## src/rtl/sonar_emu_pkg.sv

```systemverilog
// HC-SR04 responder emulator: shared types and constants.
// Register map, FSM state encoding and the sonar timeout length.
package sonar_emu_pkg;

  typedef enum logic [1:0] {
    ST_IDLE,
    ST_TRIG_HI,
    ST_DELAY,
    ST_ECHO
  } state_e;

  localparam logic [4:0] ADDR_CTRL   = 5'd0;
  localparam logic [4:0] ADDR_ECHO   = 5'd1;
  localparam logic [4:0] ADDR_DELAY  = 5'd2;
  localparam logic [4:0] ADDR_STATUS = 5'd3;

  localparam logic [15:0] DELAY_RST  = 16'd200;
  localparam int          TIMEOUT_US = 38000;

endpackage

```

## src/rtl/hc_sr04_emu_core_if.sv

```systemverilog
// FPro MMIO slot bus between the slot decoder and the emulator.
// The decoder is the master, the emulator core is the slave.
interface hc_sr04_emu_core_if;
  logic        cs;
  logic        read;
  logic        write;
  logic [4:0]  addr;
  logic [31:0] wr_data;
  logic [31:0] rd_data;

  modport master (
    output cs, read, write, addr, wr_data,
    input  rd_data
  );

  modport slave (
    input  cs, read, write, addr, wr_data,
    output rd_data
  );
endinterface

```

## src/rtl/sync_edge_det.sv

```systemverilog
// 2-FF synchronizer for an asynchronous level plus a registered
// history stage that yields single-cycle rise/fall pulses.
module sync_edge_det (
  input  logic clk,
  input  logic reset,
  input  logic d_i,
  output logic rise_o,
  output logic fall_o
);

  logic s1_q, s2_q, s3_q;

  always_ff @(posedge clk) begin
    if (!reset) begin
      s1_q <= 1'b0;
      s2_q <= 1'b0;
      s3_q <= 1'b0;
    end else begin
      s1_q <= d_i;
      s2_q <= s1_q;
      s3_q <= s2_q;
    end
  end

  assign rise_o = s2_q & ~s3_q;
  assign fall_o = ~s2_q & s3_q;

endmodule

```

## src/rtl/hc_sr04_emu_core.sv

```systemverilog
// HC-SR04 sonar responder: trigger qualify, delay, echo pulse.
// SONAR_EMU_TIMEOUT_EN: zero echo width emits the 38 ms timeout pulse.
module hc_sr04_emu_core
  import sonar_emu_pkg::*;
#(
  parameter int CLK_PER_US  = 100,
  parameter int TRIG_MIN_US = 10
) (
  input  logic               clk,
  input  logic               reset,
  hc_sr04_emu_core_if.slave  bus,
  input  logic               trig_in,
  output logic               echo_out
);

  localparam int CW  = $clog2(65535*CLK_PER_US+1);
  localparam int THR = TRIG_MIN_US*CLK_PER_US;
  localparam int HW  = $clog2(THR+1);

  state_e state_q, state_d;
  logic [CW-1:0] cnt_q, cnt_d;
  logic [HW-1:0] hc_q, hc_d, hc_inc;
  logic [7:0]  rej_q, rej_d;
  logic [15:0] acc_q, acc_d;
  logic        echo_q, echo_d;
  logic        en_q, en_nx;
  logic [15:0] echo_us_q, delay_us_q;
  logic [15:0] sh_echo_q, sh_dly_q;
  logic        rise, fall;
  logic        rej_inc, acc_inc, sh_load;
  logic        wr_en, wr_ctrl, wr_echo;
  logic        wr_dly, cnt_clr, busy;
  logic [CW-1:0] dly_cyc, echo_cyc_sh;
  logic [CW-1:0] echo_cyc_live;
  logic        unused_ok;

  function automatic logic [CW-1:0] echo_cyc(
    input logic [15:0] w
  );
`ifdef SONAR_EMU_TIMEOUT_EN
    if (w == 16'd0)
      return CW'(TIMEOUT_US*CLK_PER_US);
`endif
    return CW'(32'(w)*CLK_PER_US);
  endfunction

  sync_edge_det u_sync (
    .clk    (clk),
    .reset  (reset),
    .d_i    (trig_in),
    .rise_o (rise),
    .fall_o (fall)
  );

  assign wr_en   = bus.cs & bus.write;
  assign wr_ctrl = wr_en & (bus.addr == ADDR_CTRL);
  assign wr_echo = wr_en & (bus.addr == ADDR_ECHO);
  assign wr_dly  = wr_en & (bus.addr == ADDR_DELAY);
  assign cnt_clr = wr_en & (bus.addr == ADDR_STATUS);
  // A CTRL write takes effect on the same edge it lands
  assign en_nx   = wr_ctrl ? bus.wr_data[0] : en_q;

  assign dly_cyc       = CW'(32'(sh_dly_q)*CLK_PER_US);
  assign echo_cyc_sh   = echo_cyc(sh_echo_q);
  assign echo_cyc_live = echo_cyc(echo_us_q);
  assign unused_ok     = ^{bus.read, bus.wr_data[31:16]};

  always_ff @(posedge clk) begin
    if (!reset) begin
      state_q <= ST_IDLE;
      cnt_q   <= '0;
      hc_q    <= '0;
      echo_q  <= 1'b0;
    end else begin
      state_q <= state_d;
      cnt_q   <= cnt_d;
      hc_q    <= hc_d;
      echo_q  <= echo_d;
    end
  end

  always_comb begin
    state_d = state_q;
    cnt_d   = cnt_q + 1'b1;
    hc_d    = hc_q;
    rej_inc = 1'b0;
    acc_inc = 1'b0;
    sh_load = 1'b0;
    hc_inc  = (hc_q == HW'(THR)) ? hc_q : hc_q + 1'b1;
    unique case (state_q)
      ST_IDLE: begin
        cnt_d = '0;
        if (rise) begin
          state_d = ST_TRIG_HI;
          hc_d    = '0;
        end
      end
      ST_TRIG_HI: begin
        hc_d  = hc_inc;
        cnt_d = '0;
        if (fall) begin
          if (hc_inc >= HW'(THR)) begin
            acc_inc = 1'b1;
            sh_load = 1'b1;
            if (delay_us_q != 16'd0)
              state_d = ST_DELAY;
            else if (echo_cyc_live != '0)
              state_d = ST_ECHO;
            else
              state_d = ST_IDLE;
          end else begin
            rej_inc = 1'b1;
            state_d = ST_IDLE;
          end
        end
      end
      ST_DELAY: begin
        rej_inc = rise;
        if (cnt_q == dly_cyc - 1'b1) begin
          cnt_d   = '0;
          state_d = (echo_cyc_sh != '0) ?
                    ST_ECHO : ST_IDLE;
        end
      end
      ST_ECHO: begin
        rej_inc = rise;
        if (cnt_q == echo_cyc_sh - 1'b1)
          state_d = ST_IDLE;
      end
      default: state_d = ST_IDLE;
    endcase
    if (!en_nx) begin
      state_d = ST_IDLE;
      rej_inc = 1'b0;
      acc_inc = 1'b0;
      sh_load = 1'b0;
    end
  end

  always_comb begin
    echo_d = (state_d == ST_ECHO);
    busy   = (state_q != ST_IDLE);
  end

  assign echo_out = echo_q;

  always_ff @(posedge clk) begin
    if (!reset) begin
      en_q       <= 1'b0;
      echo_us_q  <= 16'd0;
      delay_us_q <= DELAY_RST;
      sh_echo_q  <= 16'd0;
      sh_dly_q   <= 16'd0;
    end else begin
      if (wr_ctrl) en_q       <= bus.wr_data[0];
      if (wr_echo) echo_us_q  <= bus.wr_data[15:0];
      if (wr_dly)  delay_us_q <= bus.wr_data[15:0];
      if (sh_load) begin
        sh_echo_q <= echo_us_q;
        sh_dly_q  <= delay_us_q;
      end
    end
  end

  always_comb begin
    rej_d = rej_q;
    acc_d = acc_q;
    if (rej_inc && rej_q != 8'hFF)
      rej_d = rej_q + 1'b1;
    if (acc_inc)
      acc_d = acc_q + 1'b1;
    if (cnt_clr) begin
      rej_d = '0;
      acc_d = '0;
    end
  end

  always_ff @(posedge clk) begin
    if (!reset) begin
      rej_q <= '0;
      acc_q <= '0;
    end else begin
      rej_q <= rej_d;
      acc_q <= acc_d;
    end
  end

  always_comb begin
    bus.rd_data = '0;
    unique case (1'b1)
      (bus.addr == ADDR_CTRL):
        bus.rd_data = {31'b0, en_q};
      (bus.addr == ADDR_ECHO):
        bus.rd_data = {16'b0, echo_us_q};
      (bus.addr == ADDR_DELAY):
        bus.rd_data = {16'b0, delay_us_q};
      (bus.addr == ADDR_STATUS):
        bus.rd_data = {acc_q, rej_q, 7'b0, busy};
      default: ;
    endcase
  end

endmodule
```

## src/flat_wrapper.sv

```systemverilog
// flat-port wrapper written by rule: the top's interface ports become plain ports
module hc_sr04_emu_core_flat import sonar_emu_pkg::*;
#(
  parameter int CLK_PER_US  = 100,
  parameter int TRIG_MIN_US = 10
)
  (clk, reset, trig_in, echo_out, bus_cs, bus_read, bus_write, bus_addr, bus_wr_data, bus_rd_data);
  hc_sr04_emu_core_if bus_i ();
  input  logic clk;
  input  logic reset;
  input  logic trig_in;
  output logic echo_out;
  input wire logic [$bits(bus_i.cs)-1:0] bus_cs;
  input wire logic [$bits(bus_i.read)-1:0] bus_read;
  input wire logic [$bits(bus_i.write)-1:0] bus_write;
  input wire logic [$bits(bus_i.addr)-1:0] bus_addr;
  input wire logic [$bits(bus_i.wr_data)-1:0] bus_wr_data;
  output wire logic [$bits(bus_i.rd_data)-1:0] bus_rd_data;
  assign bus_i.cs = bus_cs;
  assign bus_i.read = bus_read;
  assign bus_i.write = bus_write;
  assign bus_i.addr = bus_addr;
  assign bus_i.wr_data = bus_wr_data;
  assign bus_rd_data = bus_i.rd_data;
  hc_sr04_emu_core #(.CLK_PER_US(CLK_PER_US), .TRIG_MIN_US(TRIG_MIN_US)) u_core (.clk(clk), .reset(reset), .bus(bus_i), .trig_in(trig_in), .echo_out(echo_out));
endmodule
```

## config.mk

```make
export PLATFORM = sky130hd
export DESIGN_NAME = hc_sr04_emu_core_flat
export DESIGN_NICKNAME = d
export VERILOG_FILES = /design/src/rtl/sonar_emu_pkg.sv /design/src/rtl/hc_sr04_emu_core_if.sv /design/src/rtl/sync_edge_det.sv /design/src/rtl/hc_sr04_emu_core.sv /design/src/flat_wrapper.sv
export SDC_FILE = /design/constraint.sdc
export NUM_CORES = 1
export LEC_CHECK = 0
export BUFFER_PORTS_ARGS = -buffer_cell sky130_fd_sc_hd__buf_2
export CAP_MARGIN = 30
export CORE_MARGIN = 2
export CORE_UTILIZATION = 63
export DETAILED_ROUTE_END_ITERATION = 7
export HOLD_SLACK_MARGIN = 0.1
export PLACE_DENSITY = 0.82
export SKIP_CTS_REPAIR_TIMING = 1
export SYNTH_ARGS = -nofsm -noshare
export SYNTH_HDL_FRONTEND = slang
export SYNTH_SLANG_ARGS = --single-unit
```

## constraint.sdc

```tcl
create_clock -name clk -period 5.97 [get_ports clk]
set_clock_uncertainty 0.2 [all_clocks]
set_input_delay 1.194 -clock clk [delete_from_list [all_inputs] [get_ports clk]]
set_output_delay 1.194 -clock clk [all_outputs]
set_load 0.05 [all_outputs]
```

# --- Word level (Yosys, flattened, before mapping) ---
# Index checks and enable logic that the tools add are counted.
classes:
  muxes: 25
  multipliers: 3
  bitwise: 10
  reduce_logical: 12
  magnitude_cmp: 1
  add_sub_neg: 6
  eq_ne: 12
op_table:
  columns: ["op", "n"]
  rows:
  - ["$pmux W32 S4", 1]
  - ["$mul A16 B5 Y21 const B", 3]
  - ["$eq A23 B23 Y1", 2]
  - ["$pmux W23 S2", 1]
  - ["$reduce_bool A23 Y1", 2]
  - ["$sub A23 B1 Y23 const B", 2]
  - ["$add A23 B1 Y23 const B", 1]
  - ["$mux W23", 1]
  - ["$mux W10", 2]
  - ["$pmux W10 S2", 1]
  - ["$mux W2", 9]
  - ["$add A16 B1 Y16 const B", 1]
  - ["$reduce_bool A16 Y1", 1]
  - ["$add A10 B1 Y10 const B", 1]
  - ["$eq A10 B10 Y1 const B", 1]
  - ["$eq A5 B2 Y1 const B", 2]
  - ["$ge A10 B10 Y1 const B", 1]
  - ["$add A8 B1 Y8 const B", 1]
  - ["$mux W1", 8]
  - ["$ne A8 B8 Y1 const B", 1]
  - ["$pmux W2 S4", 1]
  - ["$and A1 B1 Y1", 7]
  - ["$eq A2 B2 Y1 const B", 3]
  - ["$reduce_or A2 Y1", 3]
  - ["other kinds (10)", 13]
totals:
  output_inout_bits: 33
  input_bits: 43
  elab_cells: 83
  ff_bits: 128

# --- Longest topological paths before layout ---
depth:
  depth_word: 9
  mapped_depth: 17
  depth_no_buf: 17

# --- Modules after synthesis ---
# A second synthesis with hierarchy kept.
hier_totals:
  hier_cells: 1510
  hier_area_um2: 12293.0
by_module_without_submodules:
  columns: ["mod", "instances", "area_per_inst_um2", "seq_area_each_um2", "cells_each"]
  rows:
  - ["hc_sr04_emu_core", 1, 12201.7, 2502.4, 1502]
  - ["sync_edge_det", 1, 91.3, 60.1, 8]

# --- Worst setup path before layout ---
# No wires, ideal clock.
synth_path:
  path_kind: "reg2reg"
  from: "reg u_core.sh_echo_q[2]"
  to: "reg u_core.echo_q, in the netlist u_core.echo_out"
  stages_incl_launch_ff: 17
  synth_period_minus_slack_ns: 4.667
  t_arrival_ns: 4.341
  slack_ns: 1.303
  required_time_ns: 5.644
  setup_ns: 0.126
  n_path_buf: 0
  cell_sequence: "dfxtp_1 -> inv_1 -> ha_1 -> ha_1 -> ha_1 -> fa_1 -> a21o_1 -> a211oi_1 -> o22ai_1 -> or3_1 -> or4_1 -> a211oi_2 -> o21ai_1 -> a2111oi_2 -> a41o_1 -> and3_1 -> a211oi_1"
synth_via:
  elab_chain_len: 7
  elab_cells_between_ends: 10
  cone_classes: "1 x add/sub; 1 x mul; 2 x eq/ne; 5 x mux; 1 x reduce/logical"
synth_rtl:
  columns: ["element", "line_no", "rtl"]
  rows:
  - ["start, declared", "hc_sr04_emu_core.sv:28", "logic [15:0] sh_echo_q, sh_dly_q;"]
  - ["start signal, assigned", "hc_sr04_emu_core.sv:159", "sh_echo_q <= echo_us_q;"]
  - ["$mul A16 B5 Y21 (*)", "hc_sr04_emu_core.sv:44", "return CW'(32'(w)*CLK_PER_US);"]
  - ["$sub A23 B1 Y23 / $reduce_bool A23 Y1 (equally long branches)", "hc_sr04_emu_core.sv:127, hc_sr04_emu_core.sv:121", null]
  - ["$eq A23 B23 Y1 / $mux W2 (equally long branches)", "hc_sr04_emu_core.sv:127, hc_sr04_emu_core.sv:121", null]
  - ["$mux W2, on equally long branches", "hc_sr04_emu_core.sv:127, hc_sr04_emu_core.sv:119", null]
  - ["$pmux W2 S4 (*)", "hc_sr04_emu_core.sv:90", "unique case (state_q)"]
  - ["$mux W2 (*)", "hc_sr04_emu_core.sv:132", "if (!en_nx) begin"]
  - ["$eq A2 B2 Y1 (*)", "hc_sr04_emu_core.sv:141", "echo_d = (state_d == ST_ECHO);"]
  - ["end signal, assigned", "hc_sr04_emu_core.sv:78", "echo_q <= echo_d;"]
  - ["end, declared", "hc_sr04_emu_core.sv:25", "logic echo_q, echo_d;"]
# Mark *: on every way between the ends. The rest lies on a longest branch, timed or not.
# A chain may end at the register's enable or synchronous reset.

# --- Worst setup path after layout ---
layout_path:
  from: "reg u_core.sh_echo_q[7]"
  to: "reg u_core.echo_q, in the netlist u_core.echo_out"
# Same word-level chain as after synthesis.

==> impl_results.md <==
* Arrival time at the worst endpoint at a little under 6 ns
* Die area at roughly 0.021 mm²
* Drt drc at 0
* Net Sw Power at between 400 and 500 µW
* Share of layout cells above drive strength 1 at under 10%
* CP endpoint kind: register
* Number of global-route vias before repair at approximately 10000
* Number of synthesized register bits at roughly 130
* CTS buffer count at 17
* Leak at about 0.0065 µW
* GRT Util Overall at roughly 29%
* RSZ-0062 raised after global routing: false
* Placer Congestion at ~0.9
* Period utilization at between 90% and 100%
* DP Wirelength at ~23000 µm
* Largest net degree at the start of global routing at 52
* Clock transition at path regs at 0.07 ns
* Switching power share of the total at between 20% and 30%
* Setup CP Type: register to register
* Area contributors post-synth: dfxtp_1, ha_1, fa_1
* Deepest clock path buffer count at 2
* Cell variety after synth at 89
* TritonCTS clock tree: built
* Global-route wire length before repair at approximately 49000 µm
* Slew @ Worst Pin at roughly 0.84 ns
* Min Hold Slack at between 0.2 and 0.3 ns
* Core Region at 0.0194 mm²
* Die extent in x at between 100 and 150 µm
* Final Worst Setup Slack at 0.314 ns
* Yosys top cell area share at 20.6%
* Detail Route Antenna Nets at 0
* Via Count at about 11000
* Async S/R FF share, synth at 0%
* DR pass1 iterations at 5
* Crit path time final at roughly 5.7 ns
* Pins Over Slew Limit at 0
* Synth-to-layout area growth at 8.19%
* Seq/Total Area, Yosys at between 20% and 30%
* Max Cap Viol at 0
* Pwr/cell area at about 140 mW/mm²
* Worst R2R Setup Slack at around 0.31 ns
* Final core utilization at a little over two thirds
* Mean area per synthesized cell at about 8.4 µm²
* # clock sinks at approximately 130
* Wire per inst at between 15 and 20 µm
* Status: finished, final reports clean
* YS warnings at 0
* Fmax at between 0.15 and 0.2 GHz
* Total congestion overflow at 0
* Post-synth EDFFs at 0
* Syn_nets at 1726
* Most used flip-flop cell after synthesis: dfxtp_1
* Critical Path Fanout Max at 12
* Die Y at about 140 µm
* Min-Delay Path Class: register to register
* Cell Area, Synth at 0.0124 mm²
* Diode count at 0
* FP Rows at between 50 and 60
* Max IR drop VDD at about 220 µV
* Worst-skew pair later-pin latency at roughly 0.43 ns
* Total Wirelength at 29800 µm
* Clock power share at 53.1%
* Layout Nets at around 1800
* Boundary Pins at 76
* CP Launch Type: register
* Combinational power share at 2.8%
* WP data required at between 6 and 7 ns
* First DRT Iteration DRCs at between 600 and 700
* Slew Limit Headroom at between 40 and 50%
* Power Internal at ~1500 µW
* Total negative slack at 0 ns
* Synth area leader: dfxtp_1
* Vias per cell at approximately 6.2
* Initial cell density of the core at between 60 and 70%
* Clock root buffer: clkbuf_16
* H-tree depth at 4
* Initial antenna violation count at 0
* Final setup viols at 0
* Power Total at 1940 µW
* Post-Place Setup Slack at 0.352 ns
* Post-synthesis cell count at between 1000 and 1500
* Sequential Power Share at 44.1%
* Final count of hold timing violations at 0
* Port Buf Inserts at 58
[logic make-up (layout without fill, tap and decap cells)]
kind of cell | Yosys count | count (layout) | share of synthesized area, %
muxes | 28 | 28 | 2.28
buffers and inverters | 154 | 192 | 4.77
AOI/OAI and AO/OA | 333 | 333 | 19.7
xor gates and xnor gates | 116 | 116 | 8.45
and+or+nand+nor | 518 | 518 | 21.7
adders and majority gates | 203 | 203 | 22.4
DFF | 128 | 128 | 20.6
[worst max-delay path: stages (launching register included)]
cell	delay, ns
dfxtp_1	0.45
ha_1	0.29
ha_1	0.32
fa_1	0.46
ha_1	0.44
a211o_1	0.39
a211o_1	0.34
a2111oi_0	0.57
nor2_1	0.21
xnor2_2	0.21
or3_1	0.32
o41ai_1	0.63
a41oi_1	0.37
o21ai_1	0.26
a211oi_1	0.09
[routing by layer]
metal	vias to the layer above	GRT usage (%)	routed length, µm	share of wire (%)
li1	5415	-	-	-
met2	331	50.2	14200	47
met1	5236	38.6	13400	45
met3	54	4.50	1670	5.6
met4	0	7.72	587	2.0
met5	-	0	0	0
[registers in the layout, indices dropped and copies added, names as in the netlist]
register,count
u_core.u_sync.s2_q,1
u_core.sh_echo_q,16
u_core.echo_out,1
u_core.echo_us_q,16
u_core.cnt_q,23
u_core.u_sync.s1_q,1
u_core.u_sync.s3_q,1
u_core.state_q,2
u_core.acc_q,16
u_core.hc_q,10
u_core.delay_us_q,16
u_core.rej_q,8
u_core.sh_dly_q,16
u_core.en_q,1
[layout make-up]
class,instances,area (µm²)
Tap cell,265,332
Sequential cell,128,2560
Fill cell,1585,5950
Timing Repair Buffer,63,328
Clock inverter,14,144
Inverter,97,364
Multi-Input combinational cell,1198,9280
Clock buffer,18,439
[through the flow]
step           cells  instance area, µm²
6_report        1783               13500
5_1_grt         1783               13500
4_1_cts         1783               13500
3_5_place_dp    1751               12900
3_3_place_gp    1751               12900
2_1_floorplan   1480               12400
[path summary, 6_finish.rpt]
check	cells past startpoint	endpoint	start
worst max-delay path	14	u_core.echo_out	u_core.sh_echo_q[7]
worst min-delay path	1	u_core.u_sync.s2_q	u_core.u_sync.s1_q
worst max register to register	14	u_core.echo_out	u_core.sh_echo_q[7]
worst min register to register	1	u_core.u_sync.s2_q	u_core.u_sync.s1_q
[layout by cell type (no fill, tap or decap), types with 37 or more instances in the layout]
| cell | n |
|---|---|
| ha_1 | 170 |
| dfxtp_1 | 128 |
| nand2_1 | 124 |
| inv_1 | 96 |
| nor2_1 | 94 |
| xnor2_1 | 69 |
| buf_2 | 58 |
| a21oi_1 | 55 |
| nor2b_1 | 52 |
| nor3_1 | 45 |
| xor2_1 | 44 |
| o21ai_0 | 40 |
| nand3_1 | 37 |
[Yosys cell counts (all sizes together) (20+ instances only)]
library cell,instances
clkbuf,46
xnor2,70
nor2b,52
o21ai,44
a22o,23
nor2,94
nor4,21
and2,31
a21oi,56
ha,170
xor2,44
dfxtp,128
a211oi,24
a21boi,34
fa,33
nor3,46
mux2i,25
and3,25
nand3,38
inv,96
nand2,124
a21o,20
nand4,30
[power by group through the flow]
stage | Combinational (µW) | Sequential, µW | Clock, µW
after global placement | 52.2 | 877 | 0
final | 54.0 | 858 | 1030
after CTS | 53.1 | 858 | 1040
after floorplan | 31.1 | 876 | 0
after global routing | 58.4 | 858 | 1080
after detailed placement | 52.7 | 877 | 0
No activity file was read; power rests on OpenSTA's default activity.
